===== src/rtl/rst_seq_if.sv =====
`default_nettype none
// ============================================================================
//  Module   : rst_seq_if
//  Purpose  : Control/status bundle between a reset sequencer and its host.
//  Revision : 1.0 - initial release
// ============================================================================
interface rst_seq_if #(
    parameter int NUM_DOMAINS = 3,
    parameter int CNT_WIDTH   = 8
);
    logic [CNT_WIDTH-1:0]   dly_cfg;
    logic                   sw_rst_req;
    logic [NUM_DOMAINS-1:0] dom_rst_n;
    logic                   seq_done;
    logic                   sw_rst_ack;
    logic                   busy;

    modport master (
        output dly_cfg,
        output sw_rst_req,
        input  dom_rst_n,
        input  seq_done,
        input  sw_rst_ack,
        input  busy
    );

    modport slave (
        input  dly_cfg,
        input  sw_rst_req,
        output dom_rst_n,
        output seq_done,
        output sw_rst_ack,
        output busy
    );
endinterface
`default_nettype wire


===== src/rtl/rst_seq_ctrl.sv =====
`default_nettype none
// ============================================================================
//  Module   : rst_seq_ctrl
//  Purpose  : Ordered per-domain reset release with soft-reset handshake.
//  Revision : 1.0 - initial release
// ============================================================================
module rst_seq_ctrl #(
    parameter int NUM_DOMAINS = 3,
    parameter int CNT_WIDTH   = 8
) (
    input  wire logic  clk,
    input  wire logic  rst_n,
    rst_seq_if.slave   bus
);
    localparam int IDX_W = (NUM_DOMAINS > 1) ? $clog2(NUM_DOMAINS) : 1;
    localparam logic [IDX_W-1:0]     c_last_idx = IDX_W'(NUM_DOMAINS - 1);
    localparam logic [CNT_WIDTH-1:0] c_one      = CNT_WIDTH'(1);

    typedef enum logic [1:0] {
        ST_HOLD   = 2'd0,
        ST_WAIT   = 2'd1,
        ST_DONE   = 2'd2,
        ST_ASSERT = 2'd3
    } state_t;

    state_t                 r_state,    w_state_nxt;
    logic [CNT_WIDTH-1:0]   r_cnt,      w_cnt_nxt;
    logic [IDX_W-1:0]       r_idx,      w_idx_nxt;
    logic [NUM_DOMAINS-1:0] r_dom,      w_dom_nxt;
    logic                   r_done,     w_done_nxt;
    logic                   r_ack,      w_ack_nxt;
    logic                   r_busy,     w_busy_nxt;
    logic                   r_armed;
    logic [CNT_WIDTH-1:0]   w_deff;

    assign w_deff = (bus.dly_cfg == '0) ? c_one : bus.dly_cfg;

    // The first edge after reset deassertion only arms the sequencer, so
    // power-up and soft-reset releases both land HOLD-load + D edges later.
    always_ff @(posedge clk or negedge rst_n) begin
        if (!rst_n) begin
            r_state <= ST_HOLD;
            r_cnt   <= '0;
            r_idx   <= '0;
            r_dom   <= '0;
            r_done  <= 1'b0;
            r_ack   <= 1'b0;
            r_busy  <= 1'b1;
            r_armed <= 1'b0;
        end else begin
            r_state <= w_state_nxt;
            r_cnt   <= w_cnt_nxt;
            r_idx   <= w_idx_nxt;
            r_dom   <= w_dom_nxt;
            r_done  <= w_done_nxt;
            r_ack   <= w_ack_nxt;
            r_busy  <= w_busy_nxt;
            r_armed <= 1'b1;
        end
    end

    always_comb begin
        w_state_nxt = r_state;
        w_cnt_nxt   = r_cnt;
        w_idx_nxt   = r_idx;
        w_dom_nxt   = r_dom;
        w_done_nxt  = 1'b0;
        w_ack_nxt   = 1'b0;
        w_busy_nxt  = 1'b1;

        case (r_state)
            ST_HOLD: begin
                if (r_armed) begin
                    w_cnt_nxt   = w_deff;
                    w_idx_nxt   = '0;
                    w_state_nxt = ST_WAIT;
                end
            end
            ST_WAIT: begin
                if (r_cnt == c_one) begin
                    w_dom_nxt[r_idx] = 1'b1;
                    if (r_idx == c_last_idx) begin
                        w_state_nxt = ST_DONE;
                    end else begin
                        w_idx_nxt = r_idx + 1'b1;
                        w_cnt_nxt = w_deff;
                    end
                end else begin
                    w_cnt_nxt = r_cnt - 1'b1;
                end
            end
            ST_DONE: begin
                if (bus.sw_rst_req) begin
                    w_dom_nxt   = '0;
                    w_cnt_nxt   = w_deff;
                    w_state_nxt = ST_ASSERT;
                end else begin
                    w_done_nxt = 1'b1;
                    w_busy_nxt = 1'b0;
                end
            end
            ST_ASSERT: begin
                if (r_cnt == c_one) begin
                    w_ack_nxt   = 1'b1;
                    w_state_nxt = ST_HOLD;
                end else begin
                    w_cnt_nxt = r_cnt - 1'b1;
                end
            end
            default: begin
                w_state_nxt = ST_HOLD;
            end
        endcase
    end

    assign bus.dom_rst_n  = r_dom;
    assign bus.seq_done   = r_done;
    assign bus.sw_rst_ack = r_ack;
    assign bus.busy       = r_busy;
endmodule
`default_nettype wire


===== src/flat_wrapper.sv =====
// flat-port wrapper written by rule: the top's interface ports become plain ports
module rst_seq_ctrl_flat 
#(
    parameter int NUM_DOMAINS = 3,
    parameter int CNT_WIDTH   = 8
)
  (clk, rst_n, bus_dly_cfg, bus_sw_rst_req, bus_dom_rst_n, bus_seq_done, bus_sw_rst_ack, bus_busy);
  rst_seq_if #(.NUM_DOMAINS(NUM_DOMAINS), .CNT_WIDTH(CNT_WIDTH)) bus_i ();
  input  wire logic clk;
  input  wire logic rst_n;
  input wire logic [$bits(bus_i.dly_cfg)-1:0] bus_dly_cfg;
  input wire logic [$bits(bus_i.sw_rst_req)-1:0] bus_sw_rst_req;
  output wire logic [$bits(bus_i.dom_rst_n)-1:0] bus_dom_rst_n;
  output wire logic [$bits(bus_i.seq_done)-1:0] bus_seq_done;
  output wire logic [$bits(bus_i.sw_rst_ack)-1:0] bus_sw_rst_ack;
  output wire logic [$bits(bus_i.busy)-1:0] bus_busy;
  assign bus_i.dly_cfg = bus_dly_cfg;
  assign bus_i.sw_rst_req = bus_sw_rst_req;
  assign bus_dom_rst_n = bus_i.dom_rst_n;
  assign bus_seq_done = bus_i.seq_done;
  assign bus_sw_rst_ack = bus_i.sw_rst_ack;
  assign bus_busy = bus_i.busy;
  rst_seq_ctrl #(.NUM_DOMAINS(NUM_DOMAINS), .CNT_WIDTH(CNT_WIDTH)) u_core (.clk(clk), .rst_n(rst_n), .bus(bus_i));
endmodule

===== config.mk =====
export PLATFORM = sky130hd
export DESIGN_NAME = rst_seq_ctrl_flat
export DESIGN_NICKNAME = d
export VERILOG_FILES = /design/src/rtl/rst_seq_if.sv /design/src/rtl/rst_seq_ctrl.sv /design/src/flat_wrapper.sv
export SDC_FILE = /design/constraint.sdc
export NUM_CORES = 1
export LEC_CHECK = 0
export CORE_MARGIN = 4
export CORE_UTILIZATION = 49
export DETAILED_ROUTE_END_ITERATION = 10
export PLACE_DENSITY_LB_ADDON = 0.2
export SYNTH_ARGS = -nofsm -noshare
export SYNTH_HDL_FRONTEND = slang
export SYNTH_SLANG_ARGS = --single-unit

===== constraint.sdc =====
create_clock -name clk -period 2 [get_ports clk]
set_clock_uncertainty 0.2 [all_clocks]
set_input_delay 0.3 -clock clk [delete_from_list [all_inputs] [get_ports clk]]
set_output_delay 0.3 -clock clk [all_outputs]
set_load 0.05 [all_outputs]

After elaboration in Yosys (flattened, before gate mapping)
Cells that the tools add are included.
Operators by class
  reduce and logical (&&, ||, !) cells: 9
  equality and inequality tests: 13
  $lt $le $gt $ge: 2
  muxes and demuxes: 28
  $add $sub $neg: 2
  bitwise operators: 1
Operators by type and width (count)
  2-to-1 mux 8 bit: 6
  one-hot mux 8 bit (4 select lines): 1
  2-to-1 mux 2 bit: 8
  equality test 8 x 1 -> 1 bit, second input constant: 1
  logical NOT 8 bit: 1
  inequality test 2 x 1 -> 1 bit, second input constant: 4
  one-hot mux 2 bit (4 select lines): 1
  AND reduction 4 bit: 2
  subtractor 8 x 1 -> 8 bit, second input constant: 1
  2-to-1 mux 1 bit: 7
  equality test 2 bit, second input constant: 3
  2-to-1 mux 3 bit: 2
  inequality test 2 bit, second input constant: 3
  one-hot mux 3 bit (2 select lines): 1
  AND reduction 5 bit: 1
  one-hot mux 2 bit (2 select lines): 1
  nonzero test 2 bit: 2
  < comparator 2 x 3 -> 1 bit, second input constant: 1
  inequality test 3 bit, second input constant: 1
  OR 3 bit: 1
  AND reduction 3 bit: 1
  adder 2 x 1 -> 2 bit, second input constant: 1
  demux 1 bit (select 2 bit): 1
  equality test 2 x 1 -> 1 bit, second input constant: 1
  other kinds (3): 3
Storage, ports and cells
  output and inout port bits: 6
  bits in registers: 19
  bits of input ports: 11
  logic and storage cells: 63

Logic depth before layout (Yosys ltp)
  depth after elaboration: 7
  mapped depth: 7
  gate-level depth less buffers: 6

Least setup slack after synthesis
OpenSTA, ideal clock, no wires.
  kind: flip-flop to flip-flop
  start: reg u_core.r_state[0]
  end: reg u_core.r_cnt[0]
  data arrival time: 1.819 ns
  data required time: 1.675 ns
  setup time: 0.125 ns
  setup slack: -0.144 ns
  cell stages (with the launch flop): 7
  period minus slack after synthesis: 2.144 ns
  cell sequence: dfrtp_1 -> ha_1 -> buf_2 -> nor4b_1 -> a21oi_1 -> a22o_1 -> mux2_2
On the way
  cells in the longest elaborated chain, start to end: 3
  elaborated cells on any way between the ends: 10
  classes of those cells: eq/ne: 7; mux: 1; reduce/logical: 2
RTL lines
  start, declared: line rst_seq_ctrl.sv:26  | state_t r_state, w_state_nxt;
  start signal, assigned: line rst_seq_ctrl.sv:51  | r_state <= w_state_nxt;
  equality test 2 x 1 -> 1 bit (tied with other cells): line rst_seq_ctrl.sv:71  | case (r_state)
  inequality test 3 bit (no line) (tied with other cells)
  AND reduction 4 bit (no line)
  end signal, assigned: line rst_seq_ctrl.sv:52  | r_cnt <= w_cnt_nxt;
  end, declared: line rst_seq_ctrl.sv:27  | logic [CNT_WIDTH-1:0] r_cnt, w_cnt_nxt;
Several ways; a longest one is shown, not always the timed one.
A chain may end at the register's enable or synchronous reset.

Worst setup path in the final report
  start: reg u_core.r_cnt[1]
  end: reg u_core.r_idx[1]
On the way
  cells in the longest elaborated chain, start to end: 3
RTL lines
  equality test 8 x 1 -> 1 bit: line rst_seq_ctrl.sv:80  | if (r_cnt == c_one) begin
  inequality test 2 x 1 -> 1 bit (no line)
  AND reduction 4 bit (no line)
  end signal, assigned: line rst_seq_ctrl.sv:53  | r_idx <= w_idx_nxt;
  end, declared: line rst_seq_ctrl.sv:28  | logic [IDX_W-1:0] r_idx, w_idx_nxt;
Every way passes these cells.

==> out/qor.txt <==
Hold_buf cts: 0
Post-placement cell area: 1760 sq um
Area leader, netlist: dfrtp_1
Peak VDD IR: 0.376 mV
Cell Area, Synth: 1340 sq um
Clock Sinks: 19
Ys flop type: dfrtp_1
Core area: 2540 sq um
FF/Latch Area: 478 sq um
HPWL after DPL: 2670 um
Pleak: 0.000868 uW
HP Class: primary input to async pin
Final setup vio count: 5
P&R area growth vs syn: 41.6%
Violated checks: setup timing
Top cells by area, synth: dfrtp_1 (34%), ha_1 (9.4%), a22o_1 (5.9%), inv_1 (3.4%), mux2i_1 (3.0%)
Nets: 202
Fin. max-slew vios: 0
Synth top cells by count: dfrtp_1 (18), inv_1 (12), ha_1 (10)
Final worst setup slack: -0.0610 ns
Worst EP required: 2.07 ns
Iter 0 DRT Violations: 63
FILL cells: 192
Worst setup EP type: flop
WS Path Type: flop to flop
Post-synth EDFFs: 0
Layout Cells excl Fill: 210
Vias: 1277
Clock Latency Late Sink: 0.32 ns
Synthesized instance count: 130
Fin crit share: 103%
DRT Pass-1 Iters: 4
Clock Path Buffers: 2
Input/output buffers: 16
Syn Nets: 151
CTS Root Cell: clkbuf_4
Die H: 60.2 um
Number of global-route vias before repair: 1205
Starting Density: 52.5%
Routed wire length: 3550 um
Cell count after placement: 201
Fin. Hold Viols: 0
Crit-path max FO: 6
Most frequent cell after synthesis: dfrtp_1
Wire per inst: 16.9 um
Top cell type's share of synthesized area: 33.7%
Setup crit start kind: flop
Arr. time, crit path: 2.13 ns
Die width: 60.2 um
Max-Cap Viols: 0
Status: finished with violations
I/O pins: 17
Number of diodes: 0
Num CTS Buffers: 3
Clock transition at path regs: 0.12 ns
Layout cell share with drive strength beyond 1: 41.1%
RSZ-0062 raised after global routing: yes
Worst-Margin Slew: 0.500 ns
Final instance area: 1890 sq um
GRT Overall Usage: 21.2%
Worst-case reg-to-reg path depth: 6
H-Tree Depth: 1
Multi-input logic area: 893 sq um
DRC Markers: 0
Netlist cell types: 48
First-pass GRT wire length: 5660 um
Yosys warns: 0
Post-synthesis average cell area: 10.3 sq um
Routability-driven placement congestion ratio: 0.922
Sequential element share of the synthesized area: 35.7%
Vias/cell: 6.08
Post-route minimum period: 2.06 ns
Relative slew slack: 66.6%
Cell Pwr Density: 336 nW/um^2
Fraction of registers with async set/reset: 100%
Gr ovfl total: 0
Die area: 3630 sq um
Largest net degree at the start of global routing: 20
Detail Route Antenna Nets: 0
Initial antenna violation count: 0
CTS tree: yes
Post-synthesis register bit count: 19
FP Rows: 18
Fmax: 0.485 GHz
-- registers in the layout (all words and copies together), names as in the netlist --
| register | cells |
|---|---|
| u_core.bus.busy | 1 |
| u_core.bus.dom_rst_n | 3 |
| u_core.bus.seq_done | 1 |
| u_core.bus.sw_rst_ack | 1 |
| u_core.r_armed | 1 |
| u_core.r_cnt | 8 |
| u_core.r_idx | 2 |
| u_core.r_state | 2 |
-- kinds of logic (layout without fill, tap and decap cells) --
group,after synthesis,after routing,synth area share [%]
AOI/OAI and AO/OA,41,41,26.7
adders and majority gates,10,10,9.36
buffers and inverters,15,65,4.87
muxes,6,6,4.96
other,1,1,0.281
and+or+nand+nor,38,38,18.2
DFF,19,19,35.7
-- area by class of cell --
cell class / instances / share of cell area [%]
multi-input combinational: 96 / 47.2
sequential: 19 / 25.3
timing repair buffer: 49 / 21.6
inverter: 12 / 2.38
tap: 30 / 1.98
clock buffer: 3 / 1.19
clock inverter: 1 / 0.397
-- cells in the final DEF, fill, tap and decap left out, drive strengths merged, types with 2 or more instances in the layout --
| master | instances |
|---|---|
| a211oi | 5 |
| a21o | 4 |
| a21oi | 3 |
| a221oi | 2 |
| a22o | 9 |
| a22oi | 2 |
| a32oi | 2 |
| buf | 37 |
| clkbuf | 3 |
| clkdlybuf4s50 | 11 |
| dfrtp | 18 |
| ha | 10 |
| inv | 12 |
| mux2 | 2 |
| mux2i | 4 |
| nand2 | 10 |
| nand2b | 3 |
| nor2 | 6 |
| nor3 | 7 |
| nor4 | 2 |
| nor4b | 2 |
| o21ai | 2 |
| o22ai | 4 |
| or3 | 2 |
-- report_power, final --
part	switching, uW	leakage (uW)	internal [uW]
logic	16.1	0.000621	20.4
clock network	138	0.0000139	76.6
registers	0.220	0.000234	385
-- path summary, 6_finish.rpt --
path	startpoint	endpoint	slack [ns]
worst min-delay path	rst_n	u_core.bus.seq_done$_DFF_PN0_	0.09
min in group clk	u_core.bus.dom_rst_n[0]$_DFFE_PN0P_	u_core.bus.dom_rst_n[0]$_DFFE_PN0P_	0.37
worst max-delay path	u_core.r_cnt[1]$_DFFE_PN0P_	u_core.r_idx[1]$_DFFE_PN0P_	-0.06
worst max register to register	u_core.r_cnt[1]$_DFFE_PN0P_	u_core.r_idx[1]$_DFFE_PN0P_	-0.06
max in group asynchronous	rst_n	u_core.bus.busy$_DFF_PN1_	1.25
worst min register to register	u_core.bus.dom_rst_n[0]$_DFFE_PN0P_	u_core.bus.dom_rst_n[0]$_DFFE_PN0P_	0.37
-- repair_timing --
action / in CTS / in global routing
resized for setup: 1 / 18
pin swaps: 2 / 11
gates cloned: 0 / 0
setup buffers: 3 / 2
setup endpoints to repair: 7 / 16
-- layer usage --
metal	GRT usage (%)	share of wire [%]	up-vias
met3	3.89	5.8	9
met2	32.6	46	54
met5	0	0	-
met1	28.5	46	618
li1	-	-	596
met4	10.1	2.4	0
-- per-stage QoR --
stage                     hold WS [ns]  utilization [%]  worst slack, ns     TNS, ns  power, uW
after detailed placement         0.333             69.1          -0.0335     -0.0476        429
after global routing            0.0983             74.3           -0.110      -0.710        662
after global placement           0.321             69.1          0.00978           0        428
after floorplan                 -0.196                -       -0.0000804  -0.0000804        396
after CTS                       0.0935             71.2          -0.0552     -0.0756        645
final                           0.0934             74.3          -0.0610      -0.154        636
-- worst max-delay path, cell delays in order, from the launching register on --
cell and delay, ns:
dfrtp_1 0.42, inv_2 0.08, ha_4 0.13, or4b_4 0.53, nor3_4 0.20, mux2i_1 0.28, a22o_1 0.16
Power figures use the tool's default switching activity.
